===== src/rtl/unsaved_cpu_mulx_seq.sv =====
`default_nettype none
// ============================================================================
// Module   : unsaved_cpu_mulx_seq
// Brief    : 32x32 multiply sequencer feeding four 16x16 partial products
//            to the CPU multiply cell; returns low word or signed/unsigned
//            high word. Optional macro MULX_SEQ_LO_FAST_EN adds a 3-cycle
//            MUL path straight through the cell.
// Revision : 1.0 - initial release
// ============================================================================
module unsaved_cpu_mulx_seq (
   input  logic        clk,
   input  logic        reset,
   input  logic        start,
   input  logic [1:0]  op,
   input  logic [31:0] src1,
   input  logic [31:0] src2,
   output logic        busy,
   output logic        done,
   output logic [31:0] result,
   output logic [31:0] cell_src1,
   output logic [31:0] cell_src2,
   input  logic [31:0] cell_result
);

   localparam logic [1:0] c_OP_MUL    = 2'b00;
   localparam logic [1:0] c_OP_MULXSS = 2'b10;
   localparam logic [1:0] c_OP_MULXSU = 2'b11;

   typedef enum logic [2:0] {
      S_IDLE       = 3'd0,
      S_ISSUE      = 3'd1,
      S_DRAIN      = 3'd2,
      S_CORR       = 3'd3
`ifdef MULX_SEQ_LO_FAST_EN
      ,
      S_FAST_ISSUE = 3'd4,
      S_FAST_CAP   = 3'd5
`endif
   } state_t;

   state_t      r_state;
   state_t      w_next_state;
   logic [31:0] r_a;
   logic [31:0] r_b;
   logic [1:0]  r_op;
   logic [1:0]  r_k;
   logic [63:0] r_acc;
   logic        r_acc_en;
   logic [1:0]  r_acc_k;
   logic [31:0] r_result;
   logic        r_done;
   logic        w_accept;
   logic [63:0] w_pp_shifted;
   logic [31:0] w_sub_a;
   logic [31:0] w_sub_b;
   logic [31:0] w_hi_corr;
   logic [31:0] w_corr_result;

   assign w_accept = (r_state == S_IDLE) && start;
   assign busy     = (r_state != S_IDLE);
   assign done     = r_done;
   assign result   = r_result;

   always_ff @(posedge clk) begin
      if (reset) r_state <= S_IDLE;
      else       r_state <= w_next_state;
   end

   always_comb begin
      w_next_state = r_state;
      cell_src1    = 32'd0;
      cell_src2    = 32'd0;
      case (r_state)
         S_IDLE: begin
            if (start) begin
`ifdef MULX_SEQ_LO_FAST_EN
               if (op == c_OP_MUL) w_next_state = S_FAST_ISSUE;
               else                w_next_state = S_ISSUE;
`else
               w_next_state = S_ISSUE;
`endif
            end
         end
         S_ISSUE: begin
            // Upper operand halves stay zero so the cell's cross term vanishes.
            case (r_k)
               2'd0: begin cell_src1 = {16'd0, r_a[15:0]};  cell_src2 = {16'd0, r_b[15:0]};  end
               2'd1: begin cell_src1 = {16'd0, r_a[31:16]}; cell_src2 = {16'd0, r_b[15:0]};  end
               2'd2: begin cell_src1 = {16'd0, r_a[15:0]};  cell_src2 = {16'd0, r_b[31:16]}; end
               default: begin cell_src1 = {16'd0, r_a[31:16]}; cell_src2 = {16'd0, r_b[31:16]}; end
            endcase
            if (r_k == 2'd3) w_next_state = S_DRAIN;
         end
         S_DRAIN: w_next_state = S_CORR;
         S_CORR:  w_next_state = S_IDLE;
`ifdef MULX_SEQ_LO_FAST_EN
         S_FAST_ISSUE: begin
            cell_src1    = r_a;
            cell_src2    = r_b;
            w_next_state = S_FAST_CAP;
         end
         S_FAST_CAP: w_next_state = S_IDLE;
`endif
         default: w_next_state = S_IDLE;
      endcase
   end

   // The cell answers one cycle late, so the shift follows the previous k.
   always_comb begin
      case (r_acc_k)
         2'd0:    w_pp_shifted = {32'd0, cell_result};
         2'd3:    w_pp_shifted = {cell_result, 32'd0};
         default: w_pp_shifted = {16'd0, cell_result, 16'd0};
      endcase
   end

   assign w_sub_b   = (((r_op == c_OP_MULXSS) || (r_op == c_OP_MULXSU)) && r_a[31]) ? r_b : 32'd0;
   assign w_sub_a   = ((r_op == c_OP_MULXSS) && r_b[31]) ? r_a : 32'd0;
   assign w_hi_corr = r_acc[63:32] - w_sub_b - w_sub_a;
   assign w_corr_result = (r_op == c_OP_MUL) ? r_acc[31:0] : w_hi_corr;

   always_ff @(posedge clk) begin
      if (reset) begin
         r_a      <= 32'd0;
         r_b      <= 32'd0;
         r_op     <= 2'd0;
         r_k      <= 2'd0;
         r_acc    <= 64'd0;
         r_acc_en <= 1'b0;
         r_acc_k  <= 2'd0;
         r_result <= 32'd0;
         r_done   <= 1'b0;
      end else begin
         r_done   <= 1'b0;
         r_acc_en <= (r_state == S_ISSUE);
         r_acc_k  <= r_k;
         if (w_accept) begin
            r_a   <= src1;
            r_b   <= src2;
            r_op  <= op;
            r_k   <= 2'd0;
            r_acc <= 64'd0;
         end else begin
            if (r_state == S_ISSUE) r_k   <= r_k + 2'd1;
            if (r_acc_en)           r_acc <= r_acc + w_pp_shifted;
         end
         if (r_state == S_CORR) begin
            r_result <= w_corr_result;
            r_done   <= 1'b1;
         end
`ifdef MULX_SEQ_LO_FAST_EN
         if (r_state == S_FAST_CAP) begin
            r_result <= cell_result;
            r_done   <= 1'b1;
         end
`endif
      end
   end

endmodule
`default_nettype wire

===== config.mk =====
export PLATFORM = sky130hd
export DESIGN_NAME = unsaved_cpu_mulx_seq
export DESIGN_NICKNAME = d
export VERILOG_FILES = /design/src/rtl/unsaved_cpu_mulx_seq.sv
export SDC_FILE = /design/constraint.sdc
export NUM_CORES = 1
export LEC_CHECK = 0
export ABC_CLOCK_PERIOD_IN_PS = 11700
export CORE_MARGIN = 1
export CORE_UTILIZATION = 40
export DETAILED_ROUTE_END_ITERATION = 16
export HOLD_SLACK_MARGIN = 0.02
export PLACE_DENSITY = 0.63
export SLEW_MARGIN = 15
export SYNTH_ARGS = -nofsm -noshare
export SYNTH_HDL_FRONTEND = slang
export SYNTH_SLANG_ARGS = --single-unit
export TNS_END_PERCENT = 30

===== constraint.sdc =====
create_clock -name clk -period 11.7 [get_ports clk]
set_input_delay 2.925 -clock clk [delete_from_list [all_inputs] [get_ports clk]]
set_output_delay 2.925 -clock clk [all_outputs]
set_load 0.02 [all_outputs]

==> impl_results.md <==
- Adder-Cell Fraction of Synth Area: ~14%
- N_diodes: 0
- Pwr Density: roughly 140 mW/mm^2
- Worst VDD drop: 0.000204 V
- RePlAce Congestion: 0.952
- GRT Resource Usage Total: 28.0%
- Die X: about 190 um
- CTS tree: built
- Row cnt: 68
- Area delta synth->final: 16.6%
- Router iterations before antenna repair: 6
- Fin crit share: between 50% and 60%
- XOR/XNOR share of the synthesized area: under 10%
- Post-synth EDFFs: 0
- Post-cts gate resize count: 0
- Synthesized cell area: 0.0143 mm^2
- Final hold viol count: 0
- Worst min path class: reg -> reg
- Setup TNS Final: 0 ps
- CTS sink count: 170
- First-pass GRT wire length: around 77,000 um
- FF/Latch Area: approximately 0.0034 mm^2
- Clk_lat worst skew: between 400 and 500 ps
- Root Buffer: clkbuf_16
- Hold slack: about 470 ps
- Die Span Y: roughly 190 um
- Avg WL per Cell: between 20 and 25 um
- Endpoints failing setup: 0
- Setup Crit Path Kind: in -> reg
- Asr flop ratio synth: 0%
- CP Capture Type: flip-flop
- Mean Syn Cell Area: roughly 7.2 um^2
- Reg-to-reg startpoint: r_acc_k[0]
- Slew Viols, Final: 0
- Starting DRT DRC Count: 1,245
- HPWL Detailed: between 40,000 and 50,000 um
- CP required: about 12,000 ps
- Layout cells sized above 1: around 3.1%
- Final min period: 6930 ps
- Unique cell type count in the Yosys netlist: between 60 and 70
- Multi-input gate area: a little under 0.01 mm^2
- DP Cell Count: about 2,500
- Largest net degree at the start of global routing: a little under 70
- Post-Syn Instances: between 1,500 and 2,000
- RR Endpoint: r_acc[61]
- Yosys reg bits: 170
- WHS Path Cells: 2
- Synth Area in Compound Gates: between 20% and 30%
- Simple-gate area share of the yosys netlist: around 24%
- Reg2reg path depth: 16
- Worst-margin pin slew: roughly 1100 ps
- # fillers: roughly 3,500
- Crit path DAT: between 7000 and 8000 ps
- Critical path peak fanout: 7
- Mux cell area share after synthesis: under 10%
- Die Area: 0.0365 mm^2
- Finished Layout Cells: between 2,000 and 3,000
- Tot Pwr: about 0.0024 W
- Port Buffer Count: around 170
- Initial Util: about two fifths
- # hold bufs at CTS: 0
- DR vias/cell: around 5.6
- Grt ovf: 0
- Largest family of logic cells by synthesized area: simple AND/OR/NAND/NOR gates
- Core area: approximately 0.035 mm^2
- Routed WL: 51,200 um
- Inserted Clock Buffers: 17
- Status: finished, final reports clean
- # DRC: 0
- Worst rel slew slack: approximately a quarter
- Initial antenna violation count: 0
- Vias: 14,249
- Worst reg-to-reg setup slack: between 5000 and 6000 ps
- Setup Fix Bufs, Post-CTS: 0
- Ys Warns: 0
- Max-Cap Viols: 0
- Leak pwr: 6.99 nW
- Worst-path clk slew: 70 ps
- Dominant synthesized flop cell: dfxtp_1
- Final Net Count: roughly 2,300
- Seq/Total Area, Yosys: 23.8%
- Skew final: roughly 21 ps
- Max clock buf depth: 2
- Vias in the first global route: 13,150
- Post-DRT Antenna Nets: 0
- Hold path start: r_a[23]
- RSZ-0062 raised after global routing: no
- CP Launch Type: input pin
- WHS Endpoint: r_a[23]
- Ports: slightly below 200
- CTS H-Tree Depth: 4
- Fmax achieved: ~140 MHz
[flip-flops by register name, summed over array words and instances (netlist names)]
signal	count
r_acc_en	1
result	32
done	1
r_acc_k	2
r_a	32
r_acc	64
r_b	32
r_state	2
r_op	2
r_k	2
[synth_stat cells (14+ instances only)]
library cell  instances  area [um^2]
a211oi_1             24          180
a21o_1               43          323
a21oi_1             216         1080
a31oi_1              14         87.6
and2_1               68          425
and3_1               46          288
buf_4                32          240
clkbuf_1            102          383
dfxtp_1             170         3400
fa_1                 32          641
ha_1                106         1330
inv_1               120          450
mux2i_1              40          400
nand2_1             411         1540
nand3_1              41          205
nand4_1              20          125
nor2_1              120          450
o211ai_1             14          105
o21a_1               17          128
o21ai_0             114          571
o21bai_1             20          150
or3_1                15         93.8
xnor2_1              51          447
xor2_1               29          254
[per-stage QoR]
stage	setup WS (ps)	utilization, %	instance area, um^2
after CTS	4800	47.8	16600
after global placement	4400	46.1	16000
after detailed placement	4330	46.1	16000
final	4770	47.9	16700
after global routing	4610	47.9	16700
after floorplan	5440	-	14400
[worst max-delay path by stage]
stage	from	to	cells after the start
3_3_place_gp	cell_result[22]	r_acc[58]	13
2_1_floorplan	cell_result[6]	r_acc[58]	13
5_1_grt	cell_result[0]	r_acc[56]	14
3_5_place_dp	cell_result[22]	r_acc[58]	13
4_1_cts	cell_result[22]	r_acc[58]	13
6_report	cell_result[22]	r_acc[58]	13
[worst max-delay path: stages]
cell,delay (ps)
clkdlybuf4s50_1,510
nand2_1,80
o21ai_0,430
ha_1,340
nand4_1,150
or3_1,400
or4_4,570
a2111o_1,450
a21bo_2,230
o41a_1,480
o21ba_1,280
or4_1,410
nand3_1,70
[power breakdown]
part           total, W  switching [W]  leakage (nW)  internal [W]
registers      0.000723      0.0000722          1.38      0.000651
logic           0.00106       0.000673          5.32      0.000384
clock network  0.000602       0.000295         0.288      0.000307
total           0.00238        0.00104          6.99       0.00134
[layout by cell type, fill, tap and decap left out, types with 9 or more instances in the layout]
cell type          n
clkdlybuf4s50_1  165
o21ai_0          114
fa_1              32
a211oi_1          24
o211ai_1          14
ha_1             105
dfxtp_1          169
nand3_1           41
clkbuf_16         17
nor2_1           117
nand4_1           20
inv_1            120
xor2_1            29
buf_4             13
a21oi_1          216
nand2_1          410
mux2i_1           40
o21a_1            17
nor2b_1            9
a21o_1            43
nor3_1            12
or3_1             15
o21bai_1          20
and2_1            67
a31oi_1           14
conb_1            32
and3_1            46
xnor2_1           51
a311oi_1          12
[final cells by class]
| cell class | instances | share of cell area (%) |
|---|---|---|
| Inverter | 121 | 2.73 |
| Clock inverter | 14 | 1.03 |
| Multi-Input combinational cell | 1588 | 59.3 |
| Sequential cell | 170 | 20.4 |
| Timing Repair Buffer | 178 | 10.5 |
| Clock buffer | 18 | 2.58 |
| Tap cell | 455 | 3.42 |
[layer usage]
layer / part of all wire, % / up-vias / wire length [um] / track usage, %
met5: 0 / - / 0 / 0
met4: 3.7 / 0 / 1900 / 11.5
met3: 6.0 / 61 / 3090 / 3.40
met2: 44 / 526 / 22700 / 43.5
met1: 46 / 6739 / 23500 / 39.1
li1: - / 6923 / - / -
[cells by family (layout without fill, tap and decap cells)]
kind of cell | after synthesis | after routing
buffers and inverters | 269 | 331
adder cells (fa/ha/maj) | 138 | 138
AO/OA/AOI/OAI | 525 | 525
XOR/XNOR | 80 | 80
flip-flops | 170 | 170
multiplexers | 43 | 43
other | 1 | 32
AND/OR/NAND/NOR | 770 | 770
Note: power is estimated with default switching activity, not from simulation.
